===== config.mk =====
export PLATFORM = sky130hd
export DESIGN_NAME = aes_ctrl_fsm
export DESIGN_NICKNAME = d
export VERILOG_FILES = /design/src/rtl/aes_ctrl_fsm.sv
export SDC_FILE = /design/constraint.sdc
export NUM_CORES = 1
export LEC_CHECK = 0
export ABC_AREA = 0
export CAP_MARGIN = 20
export CORE_ASPECT_RATIO = 1.25
export CORE_UTILIZATION = 41
export CTS_CLUSTER_DIAMETER = 200
export CTS_CLUSTER_SIZE = 24
export DETAILED_ROUTE_END_ITERATION = 10
export HOLD_SLACK_MARGIN = 0.06
export PLACE_DENSITY = 0.72
export SYNTH_ARGS = -nofsm -noshare
export SYNTH_HDL_FRONTEND = slang
export SYNTH_SLANG_ARGS = --single-unit

===== constraint.sdc =====
create_clock -name clk_i -period 3.9 [get_ports clk_i]
set_clock_uncertainty 0.05 [all_clocks]
set_input_delay 0.39 -clock clk_i [delete_from_list [all_inputs] [get_ports clk_i]]
set_output_delay 0.39 -clock clk_i [all_outputs]
set_load 0.01 [all_outputs]

===== src/rtl/aes_ctrl_fsm.sv =====
// aes_ctrl_fsm -- AES block-job sequencer.
//
// Walks a job of nblocks 128-bit blocks: kicks off key expansion once, then
// for every block starts the source/sink streamers and the cipher engine
// together, waits for the engine, advances the block addresses and finally
// waits for the streamers to drain before signalling completion.
//
// Ports
//   clk_i, rst_ni             clock, asynchronous active-low reset
//   clear_i                   synchronous soft clear (acts like reset)
//   start_i                   job start pulse, sampled in IDLE only
//   src_addr_i, dst_addr_i    job base byte addresses (latched at start)
//   nblocks_i                 job length in blocks (latched at start)
//   key_load_o / key_done_i   key-expansion start pulse / completion
//   src_ready_start_i,
//   sink_ready_start_i        streamers can accept a new transfer
//   src_req_start_o,
//   sink_req_start_o          streamer transfer start pulses
//   src_base_addr_o,
//   sink_base_addr_o          current block addresses
//   trans_size_o              transfer size in 32-bit words (constant)
//   engine_start_o,
//   engine_clear_o,
//   engine_done_i             cipher engine control / completion
//   done_o, evt_o             job-complete pulses
//   busy_o                    job active
//   blk_cnt_o                 blocks completed in the current job
//
// State table
//   IDLE      | waiting for start_i; engine held in clear
//   KEYEXP    | key expansion running, waiting for key_done_i
//   START     | waiting for both streamers, then fires the start triple
//   COMPUTE   | engine encrypting the current block
//   UPDATE    | one cycle: bump block count and address offset
//   TERMINATE | waiting for the streamers to drain, then done pulse

module aes_ctrl_fsm #(
    parameter int ADDR_W    = 32,
    parameter int CNT_W     = 16,
    parameter int BLK_BYTES = 16
) (
    input  logic              clk_i,
    input  logic              rst_ni,
    input  logic              clear_i,
    input  logic              start_i,
    input  logic [ADDR_W-1:0] src_addr_i,
    input  logic [ADDR_W-1:0] dst_addr_i,
    input  logic [CNT_W-1:0]  nblocks_i,
    output logic              key_load_o,
    input  logic              key_done_i,
    input  logic              src_ready_start_i,
    input  logic              sink_ready_start_i,
    output logic              src_req_start_o,
    output logic              sink_req_start_o,
    output logic [ADDR_W-1:0] src_base_addr_o,
    output logic [ADDR_W-1:0] sink_base_addr_o,
    output logic [CNT_W-1:0]  trans_size_o,
    output logic              engine_start_o,
    output logic              engine_clear_o,
    input  logic              engine_done_i,
    output logic              done_o,
    output logic              evt_o,
    output logic              busy_o,
    output logic [CNT_W-1:0]  blk_cnt_o
);

    localparam logic [ADDR_W-1:0] BLK_STEP    = ADDR_W'(BLK_BYTES);
    localparam logic [CNT_W-1:0]  TRANS_WORDS = CNT_W'(BLK_BYTES / 4);

    typedef enum logic [2:0] {
        IDLE,
        KEYEXP,
        START,
        COMPUTE,
        UPDATE,
        TERMINATE
    } state_t;

    state_t            state_q, state_d;
    logic [ADDR_W-1:0] src_q, src_d;
    logic [ADDR_W-1:0] dst_q, dst_d;
    logic [ADDR_W-1:0] offset_q, offset_d;
    logic [CNT_W-1:0]  nblk_q, nblk_d;
    logic [CNT_W-1:0]  blk_cnt_q, blk_cnt_d;
    // An empty job completes without running; its done pulse comes from this
    // flop one cycle after the start.
    logic              zero_done_q, zero_done_d;
    logic              term_done;
    logic              streams_ready;
    logic [CNT_W-1:0]  blk_cnt_inc;

    assign streams_ready = src_ready_start_i & sink_ready_start_i;
    assign blk_cnt_inc   = blk_cnt_q + CNT_W'(1);

    always_ff @(posedge clk_i or negedge rst_ni) begin
        if (!rst_ni) begin
            state_q     <= IDLE;
            src_q       <= '0;
            dst_q       <= '0;
            offset_q    <= '0;
            nblk_q      <= '0;
            blk_cnt_q   <= '0;
            zero_done_q <= 1'b0;
        end else begin
            state_q     <= state_d;
            src_q       <= src_d;
            dst_q       <= dst_d;
            offset_q    <= offset_d;
            nblk_q      <= nblk_d;
            blk_cnt_q   <= blk_cnt_d;
            zero_done_q <= zero_done_d;
        end
    end

    always_comb begin
        state_d          = state_q;
        src_d            = src_q;
        dst_d            = dst_q;
        offset_d         = offset_q;
        nblk_d           = nblk_q;
        blk_cnt_d        = blk_cnt_q;
        zero_done_d      = 1'b0;
        key_load_o       = 1'b0;
        src_req_start_o  = 1'b0;
        sink_req_start_o = 1'b0;
        engine_start_o   = 1'b0;
        engine_clear_o   = 1'b0;
        term_done        = 1'b0;

        case (state_q)
            IDLE: begin
                engine_clear_o = 1'b1;
                if (start_i && !clear_i) begin
                    if (nblocks_i != '0) begin
                        src_d      = src_addr_i;
                        dst_d      = dst_addr_i;
                        nblk_d     = nblocks_i;
                        blk_cnt_d  = '0;
                        offset_d   = '0;
                        key_load_o = 1'b1;
                        state_d    = KEYEXP;
                    end else begin
                        zero_done_d = 1'b1;
                    end
                end
            end
            KEYEXP: begin
                if (key_done_i) begin
                    state_d = START;
                end
            end
            START: begin
                if (streams_ready) begin
                    src_req_start_o  = 1'b1;
                    sink_req_start_o = 1'b1;
                    engine_start_o   = 1'b1;
                    state_d          = COMPUTE;
                end
            end
            COMPUTE: begin
                if (engine_done_i) begin
                    state_d = UPDATE;
                end
            end
            UPDATE: begin
                blk_cnt_d = blk_cnt_inc;
                offset_d  = offset_q + BLK_STEP;
                state_d   = (blk_cnt_inc == nblk_q) ? TERMINATE : START;
            end
            TERMINATE: begin
                // The sink accepting a new transfer means the last block has
                // been written out.
                if (streams_ready && !clear_i) begin
                    term_done = 1'b1;
                    state_d   = IDLE;
                end
            end
            default: state_d = IDLE;
        endcase

        if (clear_i) begin
            state_d     = IDLE;
            src_d       = '0;
            dst_d       = '0;
            offset_d    = '0;
            nblk_d      = '0;
            blk_cnt_d   = '0;
            zero_done_d = 1'b0;
        end
    end

    // Address arithmetic wraps modulo 2^ADDR_W by construction.
    assign src_base_addr_o  = src_q + offset_q;
    assign sink_base_addr_o = dst_q + offset_q;
    assign trans_size_o     = TRANS_WORDS;
    assign done_o           = zero_done_q | term_done;
    assign evt_o            = zero_done_q | term_done;
    assign busy_o           = (state_q != IDLE);
    assign blk_cnt_o        = blk_cnt_q;

endmodule


==> results.py, run 1 <==
metrics = {
    "timing": {
        "relSlewSlack": 0.396,
        "rsz0062_at_grt": "true",
        "drv_slew": 0,
        "fin_crit_ns": 3.84,
        "tightest_slew_ns": 0.905,
        "max_freq_mhz": 261,
        "setup_viol": 0,
        "finalHoldViolations": 0,
        "period_share": 0.983,
        "fin_hold_ws_ns": 0.455,
    },
    "floorplanning": {
        "initial_utilization": 0.419,
        "std_cell_rows": 57,
        "die_w_um": 128,
        "die_area_um2": 20400,
        "core_area_um2": 19400,
        "die_h_um": 159,
        "io_pins": 192,
    },
    "flow_run": {
        "cap_violations": 0,
    },
    "grt": {
        "grt_usage": 0.219,
        "first_global_vias": 7046,
        "antenna_found_initial": 0,
        "gr-total-overflow": 0,
        "grt_max_degree": 81,
        "grt_pass1_wl_um": 35300,
    },
    "placed_design": {
        "gp_congestion": 0.851,
        "place_hpwl_um": 15800,
        "io_buffer_count": 175,
    },
    "setup_path": {
        "worstRegToRegCells": 6,
        "required_ns": 3.46,
        "critPathKind": "register to primary output",
        "r2r_slack_ns": 0.96,
        "critPathLaunchType": "register",
        "worstSetupEndpointType": "primary output",
        "crit_fanout": 6,
        "arrival_ns": 3.40,
        "r2r-start": "state_q[0]",
        "rr_endpoint": "nblk_q[7]",
    },
    "clock_tree": {
        "clk_pin_slew_ns": 0.06,
        "htree_levels": 4,
        "root_buffer": "clkbuf_16",
        "cts_tree": "done",
        "cts_max_path_buffers": 2,
        "clock_latency_ns": 0.42,
        "cts_buffers": 17,
        "cts_sinks": 128,
    },
    "synth": {
        "synth-edff-count": 0,
        "yosys_warnings": 0,
        "syn_inst": 845,
        "synthDistinctLibCells": 67,
        "ys_ff_latch": 128,
        "ys_seq_area_frac": 0.394,
        "avgSynthCellArea_um2": 9.62,
        "synth_ff_type": "dfrtp_1",
        "synthArstFlopShare": 1.00,
        "syn_area_um2": 8130,
    },
    "pwr": {
        "finalPower_mw": 4.64,
        "p_per_area_nw_per_um2": 426,
        "leakage_nw": 5.07,
        "peakVddDrop_mv": 0.293,
    },
    "route": {
        "routed_via_density": 5.51,
        "wl_met1_um": 8870,
        "wl_met3_um": 1090,
        "initialDrtViolationCount": 322,
        "wl_per_cell_um": 17.1,
        "dr.pass1.iters": 5,
        "drt-total-wl_um": 22000,
        "highest_layer": "met4",
        "vias": 7087,
        "drt_drc_violations_left": 0,
        "dr_wl_met2_um": 11500,
        "ant_nets": 0,
    },
    "final_layout": {
        "final_core_util": 0.562,
        "drive_above_1_share": 0.0949,
        "antenna_cells": 0,
        "fin_nets": 1154,
        "syn_to_final_growth_pct": 34.1,
    },
    "min_path": {
        "holdPathEnd": "src_q[1]",
        "min_from": "src_q[1]",
        "hold_path_class": "register to register",
        "hold_depth": 1,
    },
    "run_status": {
        "status": "completed",
    },
}
timing repair:
| action | 4_1_cts | 5_1_grt |
|---|---|---|
| hold endpoints to repair | 58 | 0 |
| gates resized for setup | 12 | 28 |
| hold buffers | 1 | 0 |
| pin swaps | 4 | 7 |
| buffers inserted | 1 | 1 |
| setup endpoints to repair | 8 | 19 |
final cells by class:
type                    instances  area [µm²]
multi-input cells             643        4720
flip-flops and latches        128        3210
fillers                      1707        8500
well taps                     265         332
inverters                      26        97.6
clock buffers                  22         484
repair buffers                194        1920
clock inverters                 9         131
stage by stage:
step,area (µm²),worst slack (ns),std cells,setup TNS (ns)
after floorplan,8180,1.01,859,0
after global placement,10100,0.204,1253,0
after detailed placement,10100,0.199,1253,0
after CTS,10800,0.0126,1286,0
after global routing,10900,-0.0762,1287,-0.146
final,10900,0.0645,1287,0
registers in the layout, summed over array words and instances (netlist names):
register and flops:
src_q 32, state_q 3, blk_cnt_o 16, offset_q 28, dst_q 32, nblk_q 16, zero_done_q 1
cell families after synthesis:
group                      share of synthesized area
xor gates and xnor gates                      0.0927
DFF                                            0.394
muxes                                        0.00924
adders and majority gates                     0.0862
and+or+nand+nor                                0.137
buffers and inverters                         0.0530
other                                       0.000924
AOI/OAI and AO/OA                              0.227
cells in the final DEF (no fill, tap or decap), drive strengths merged, types with 4 or more instances in the layout:
cell type      Yosys  final
a21o              13     13
inv               26     26
a31oi              6      6
ha                56     56
dlymetal6s2s       0      7
xor2              33     33
buf               34     19
clkbuf            28     22
dfrtp            128    128
nor4              11     11
nand2             51     51
and3              10     10
a21oi             34     34
a211oi             6      6
nor3              22     22
o21bai             6      6
o31ai              9      9
and2               4      4
o21ai             63     63
nand4             12     12
nand3             27     27
or2                6      6
o21a              11     11
nor2b              6      6
clkdlybuf4s50      0    166
nor2              64     64
or3                4      4
a22o              82     82
o41ai              5      5
conb               2     16
xnor2             53     53
critical path, stage by stage, from the launching register on:
cell             delay [ns]
dfrtp_2                0.45
ha_1                   0.34
a21o_1                 0.20
a22o_1                 0.29
nor3_4                 0.25
o21a_1                 0.25
buf_4                  0.14
o31ai_2                0.07
o21a_1                 0.17
nor2_1                 0.12
xnor2_1                0.15
clkdlybuf4s50_1        0.56
Yosys cell counts (all sizes together), types with 2 or more instances:
library cell	instances	area share
dfrtp	128	0.39
a22o	82	0.088
nor2	64	0.030
o21ai	63	0.040
ha	56	0.086
xnor2	53	0.057
nand2	51	0.024
a21oi	34	0.023
buf	34	0.028
xor2	33	0.036
clkbuf	28	0.013
nand3	27	0.017
inv	26	0.012
nor3	22	0.017
a21o	13	0.012
nand4	12	0.0092
nor4	11	0.0092
o21a	11	0.010
and3	10	0.0077
o31ai	9	0.0083
a211oi	6	0.0062
a31oi	6	0.0046
nor2b	6	0.0046
o21bai	6	0.0055
or2	6	0.0046
o41ai	5	0.0077
and2	4	0.0031
or3	4	0.0031
mux2i	3	0.0037
nor3b	3	0.0028
o22ai	3	0.0023
a2bb2oi	2	0.0022
and4	2	0.0022
conb	2	0.00092
mux2	2	0.0028
o211ai	2	0.0025
routing by layer:
| metal | GRT usage | vias up |
|---|---|---|
| met5 | 0 | - |
| met4 | 0.0824 | 0 |
| met3 | 0.0450 | 37 |
| met2 | 0.389 | 216 |
| met1 | 0.257 | 3447 |
| li1 | - | 3387 |
worst max path at each step:
stage                 startpoint  slack [ns]                    to  cells after the start
detailed placement   offset_q[5]        0.20  sink_base_addr_o[31]                     10
finish              offset_q[10]        0.06   src_base_addr_o[25]                     11
global route        offset_q[10]       -0.08   src_base_addr_o[25]                     11
global placement     offset_q[5]        0.20  sink_base_addr_o[31]                     10
CTS                  offset_q[5]        0.01  sink_base_addr_o[30]                     10
floorplan            offset_q[5]        1.01  sink_base_addr_o[31]                      9
power breakdown:
group	internal, mW	switching (mW)	total [mW]
Combinational	0.682	0.648	1.33
Clock	1.07	0.585	1.65
Sequential	1.51	0.150	1.66
Total	3.26	1.38	4.64
No activity file was read; power rests on OpenSTA's default activity.
==> inputs of run 2 (changes only) <==
==> constraint.sdc (replaced) <==
create_clock -name clk_i -period 4.9 [get_ports clk_i]
set_clock_uncertainty 0.05 [all_clocks]
set_input_delay 0.49 -clock clk_i [delete_from_list [all_inputs] [get_ports clk_i]]
set_output_delay 0.49 -clock clk_i [all_outputs]
set_load 0.01 [all_outputs]
==> run 2 against run 1 <==
  * Clock power down 21%
  * Cell count decreased by 0.70%
  * Sequential share of layout area up 0.69 points
  * Sequential power down 20%
  * Worst setup slack better by 0.50 ns
  * Power fell by 21%
  * Largest power group unchanged
  * Highest routed layer unchanged
  * Hold slack worse by 0.0022 ns
  * Combinational power fell by 21%
  * Die area is the same
==> results.py, run 2 (same netlist as run 1, synthesis figures left out) <==
metrics = {
    "run_status": {
        "status": "completed",
    },
    "grt": {
        "grt_usage": 0.216,
        "grt_max_degree": 81,
        "antenna_found_initial": 0,
        "first_global_vias": 6945,
        "grt_pass1_wl_um": 34900,
        "gr-total-overflow": 0,
    },
    "floorplanning": {
        "die_h_um": 159,
        "die_area_um2": 20400,
        "std_cell_rows": 57,
        "initial_utilization": 0.419,
        "core_area_um2": 19400,
        "die_w_um": 128,
        "io_pins": 192,
    },
    "final_layout": {
        "final_common_cell": "clkdlybuf4s50_1",
        "antenna_cells": 0,
        "syn_to_final_growth_pct": 30.8,
        "drive_above_1_share": 0.0642,
        "fill_cells": 1754,
        "layout_common_cells": "clkdlybuf4s50_1 (174), dfrtp_1 (128), a22o_1 (82)",
        "top_regs": "dst_q x32, src_q x32, offset_q x28",
        "design_area_um2": 10600,
        "fin_nets": 1144,
    },
    "timing": {
        "setup_tns_ns": 0,
        "relSlewSlack": 0.418,
        "setup_ws_ns": 0.567,
        "fin_hold_ws_ns": 0.452,
        "tightest_slew_ns": 0.873,
        "setup_viol": 0,
        "max_freq_mhz": 231,
        "period_share": 0.884,
        "finalHoldViolations": 0,
        "drv_slew": 0,
        "fin_crit_ns": 4.33,
        "rsz0062_at_grt": "false",
    },
    "setup_path": {
        "cpPeakStageDelay_ns": 0.60,
        "critPathKind": "register to primary output",
        "crit_fanout": 7,
        "path_buf_inv": 1,
        "cpLargestDelayFamily": "compound AO/OA/AOI/OAI gates",
        "critPathLaunchType": "register",
        "cp_slowest_cell": "clkdlybuf4s50_1",
        "path_cells": "ha_1 > a211oi_2 > o21a_2 > nor3_2 > o211ai_2 > a21oi_2 > o41ai_4 > mux2i_1 > a2111oi_2 > clkdlybuf4s50_1",
        "worstSetupEndpointType": "primary output",
        "required_ns": 4.36,
        "arrival_ns": 3.79,
    },
    "pwr": {
        "clkPwrFrac": 0.356,
        "power.switching_mw": 1.12,
        "power_frac_seq": 0.359,
        "finalPower_mw": 3.68,
        "p_per_area_nw_per_um2": 346,
        "swShare": 0.305,
        "peakVddDrop_mv": 0.234,
        "combPwrFrac": 0.285,
        "leakage_nw": 4.82,
        "intPower_mw": 2.55,
    },
    "clock_tree": {
        "cts_setup_buffers": 0,
        "postCtsHoldBufs": 1,
        "cts_tree": "done",
        "cts_sinks": 128,
        "clock_latency_ns": 0.42,
        "cts_resized": 0,
        "htree_levels": 4,
        "root_buffer": "clkbuf_16",
        "clk_pin_slew_ns": 0.06,
        "cts_max_path_buffers": 2,
        "cts_buffers": 17,
    },
    "placed_design": {
        "dp_worst_setup_slack_ns": 0.997,
        "gp_congestion": 0.855,
        "placed_cell_area_um2": 10000,
        "place_hpwl_um": 15700,
        "io_buffer_count": 175,
    },
    "route": {
        "wl_per_cell_um": 16.7,
        "dr.pass1.iters": 4,
        "vias": 6883,
        "drt-total-wl_um": 21300,
        "drt_drc_violations_left": 0,
        "initialDrtViolationCount": 292,
        "routed_via_density": 5.39,
        "ant_nets": 0,
    },
    "min_path": {
        "hold_path_class": "register to register",
    },
    "flow_run": {
        "cap_violations": 0,
    },
}
==> run 2: cell count changes in the layout (fill, tap and decap cells not counted), sizes merged, moves of 2 or more <==
cell           before  now
buf                19    9
clkbuf             22   19
clkdlybuf4s50     166  174
clkinv              3    5
clkinvlp            3    5
dlymetal6s2s        7    0
==> run 2: layout make-up <==
class                      count  area [µm²]  share of cell area
clock inverter                13         164              0.0154
multi-input combinational    643        4570               0.430
clock buffer                  19         443              0.0417
inverter                      26        97.6             0.00918
timing repair buffer         184        1820               0.171
sequential                   128        3200               0.301
tap                          265         332              0.0312
==> run 2: power groups by stage <==
stage,registers (mW),logic [mW],clock network [mW]
global route,1.34,1.14,1.37
global placement,1.34,1.04,0
detailed placement,1.33,1.05,0
finish,1.32,1.05,1.31
CTS,1.32,1.06,1.33
floorplan,1.29,0.630,0
==> run 2: stage by stage <==
step,std cells,utilization
final,1278,0.548
after floorplan,859,-
after global placement,1245,0.516
after CTS,1278,0.548
after detailed placement,1245,0.516
after global routing,1278,0.548
==> run 2: final timing paths <==
| kind | slack [ns] | cells after the start | endpoint | startpoint |
|---|---|---|---|---|
| setup / recovery | 0.57 | 10 | sink_base_addr_o[31] | offset_q[5] |
| hold / removal | 0.45 | 1 | dst_q[1] | dst_q[1] |
| setup reg to reg | 2.01 | 5 | src_q[29] | state_q[0] |
| hold reg to reg | 0.45 | 1 | dst_q[1] | dst_q[1] |
| max in group asynchronous | 3.27 | 3 | src_q[30] | rst_ni |
| min in group asynchronous | 0.50 | 2 | dst_q[15] | rst_ni |
==> run 2: per-layer routing <==
layer / part of all wire / vias to the layer above / GRT usage
met5: 0 / - / 0
met2: 0.52 / 171 / 0.384
met1: 0.42 / 3319 / 0.257
met3: 0.045 / 27 / 0.0427
met4: 0.019 / 0 / 0.0759
li1: - / 3366 / -
==> inputs of run 3 (changes only) <==
--- a/config.mk
+++ b/config.mk
@@ -6,9 +6,8 @@
 export NUM_CORES = 1
 export LEC_CHECK = 0
 export ABC_AREA = 0
-export CAP_MARGIN = 20
-export CORE_ASPECT_RATIO = 1.25
 export CORE_UTILIZATION = 41
+export CTS_BUF_LIST = sky130_fd_sc_hd__clkbuf_8 sky130_fd_sc_hd__clkbuf_16
 export CTS_CLUSTER_DIAMETER = 200
 export CTS_CLUSTER_SIZE = 24
 export DETAILED_ROUTE_END_ITERATION = 10
==> run 3 against run 2 <==
  * Cell count decreased by 0.16%
  * Via count increased by 1.6%
  * Power grew 0.51%
  * Worst setup slack improved by 0.057 ns
  * Non-clock buffer count is 2 lower
  * Critical path depth stayed put
  * Fmax up 1.3%
  * Wire length up 0.70%
  * Largest cell class unchanged
==> results.py, run 3 (same netlist as run 1, synthesis figures left out) <==
metrics = {
    "run_status": {
        "status": "completed",
    },
    "placed_design": {
        "place_hpwl_um": 15400,
        "gp_congestion": 0.888,
        "dp_worst_setup_slack_ns": 1.12,
        "io_buffer_count": 175,
    },
    "flow_run": {
        "cap_violations": 0,
    },
    "setup_path": {
        "critPathLaunchType": "register",
        "rr_endpoint": "state_q[0]",
        "arrival_ns": 3.74,
        "worstSetupEndpointType": "primary output",
        "worstRegToRegCells": 8,
        "endpoint": "src_base_addr_o[31]",
        "r2r_slack_ns": 2.08,
        "required_ns": 4.36,
        "critPathKind": "register to primary output",
        "r2r-start": "blk_cnt_o[0]",
        "crit_fanout": 7,
        "startpoint": "offset_q[5]",
    },
    "timing": {
        "period_share": 0.873,
        "setup_tns_ns": 0,
        "setup_viol": 0,
        "rsz0062_at_grt": "false",
        "max_freq_mhz": 234,
        "tightest_slew_ns": 0.921,
        "drv_slew": 0,
        "relSlewSlack": 0.386,
        "finalHoldViolations": 0,
        "fin_crit_ns": 4.28,
        "setup_ws_ns": 0.624,
    },
    "clock_tree": {
        "clock_latency_ns": 0.43,
        "root_buffer": "clkbuf_16",
        "cts_buffers": 17,
        "cts_tree": "done",
        "cts_resized": 0,
        "postCtsHoldBufs": 0,
        "cts_sinks": 128,
        "cts_max_path_buffers": 2,
        "htree_levels": 4,
        "clk_pin_slew_ns": 0.06,
        "cts_setup_buffers": 0,
    },
    "pwr": {
        "leakage_nw": 4.82,
        "p_per_area_nw_per_um2": 348,
        "finalPower_mw": 3.70,
        "peakVddDrop_mv": 0.228,
    },
    "grt": {
        "grt_pass1_wl_um": 34500,
        "grt_max_degree": 85,
        "grt_usage": 0.218,
        "gr-total-overflow": 0,
        "antenna_found_initial": 1,
        "first_global_vias": 6819,
    },
    "route": {
        "drt_drc_violations_left": 0,
        "drt-total-wl_um": 21400,
        "ant_nets": 0,
        "vias": 6996,
        "dr.pass1.iters": 5,
        "initialDrtViolationCount": 502,
        "wl_per_cell_um": 16.8,
        "routed_via_density": 5.48,
    },
    "final_layout": {
        "top_regs": "dst_q x32, src_q x32, offset_q x28",
        "layout_common_cells": "clkdlybuf4s50_1 (174), dfrtp_1 (128), a22o_1 (82)",
        "syn_to_final_growth_pct": 30.6,
        "fin_nets": 1142,
        "drive_above_1_share": 0.0643,
        "final_common_cell": "clkdlybuf4s50_1",
        "antenna_cells": 0,
    },
    "floorplanning": {
        "std_cell_rows": 51,
        "io_pins": 192,
        "die_w_um": 143,
        "die_h_um": 143,
        "die_area_um2": 20400,
        "core_area_um2": 19500,
        "initial_utilization": 0.418,
    },
    "min_path": {
        "hold_path_class": "input pin to async pin",
    },
}
-- run 3: cell types whose count changed in the layout (fill, tap and decap cells not counted), moves of 2 or more --
cell / change
inv_8: +2
buf_4: -2
clkinvlp_4: -3
clkinv_4: -2
clkinv_2: -2
inv_6: +7
-- run 3: final cells by class --
cell class	instances	area (µm²)
clock buffer	18	439
clock inverter	14	168
fill	1711	8850
inverter	26	97.6
multi-input combinational	643	4570
sequential	128	3200
tap	265	332
timing repair buffer	182	1810
-- run 3: worst max-delay path, stage by stage, from the launching register on --
cell	delay [ns]
dfrtp_1	0.45
ha_1	0.34
a211oi_1	0.29
o21bai_1	0.18
a21oi_2	0.29
o21ai_1	0.22
a21oi_2	0.32
o31ai_1	0.16
o41ai_1	0.33
xnor2_1	0.16
clkdlybuf4s50_1	0.55
-- run 3: per-layer routing --
metal	up-vias	wire length, µm	GRT usage
met5	-	13	0
met4	2	317	0.0662
met3	29	1220	0.0493
met2	225	9850	0.347
met1	3377	10000	0.295
li1	3363	-	-
-- run 3: power breakdown --
group	total (mW)	switching, mW	internal (mW)
Clock	1.32	0.543	0.782
Combinational	1.05	0.512	0.541
Sequential	1.32	0.118	1.20
Total	3.70	1.17	2.52
-- run 3: per-stage QoR --
stage,area (µm²),utilization,std cells,hold slack [ns]
2_1_floorplan,8180,-,859,0.144
3_3_place_gp,10000,0.514,1244,0.434
3_5_place_dp,10000,0.514,1244,0.433
4_1_cts,10600,0.545,1276,0.115
5_1_grt,10600,0.545,1276,0.142
6_report,10600,0.545,1276,0.0547
-- run 3: how the worst min path moves through the flow --
| stage | endpoint | slack [ns] | cells past startpoint |
|---|---|---|---|
| 3_3_place_gp | src_q[1] | 0.43 | 1 |
| 2_1_floorplan | blk_cnt_o[0] | 0.14 | 0 |
| 6_report | dst_q[30] | 0.05 | 1 |
| 4_1_cts | src_q[0] | 0.11 | 1 |
| 5_1_grt | src_q[0] | 0.14 | 1 |
| 3_5_place_dp | src_q[2] | 0.43 | 1 |
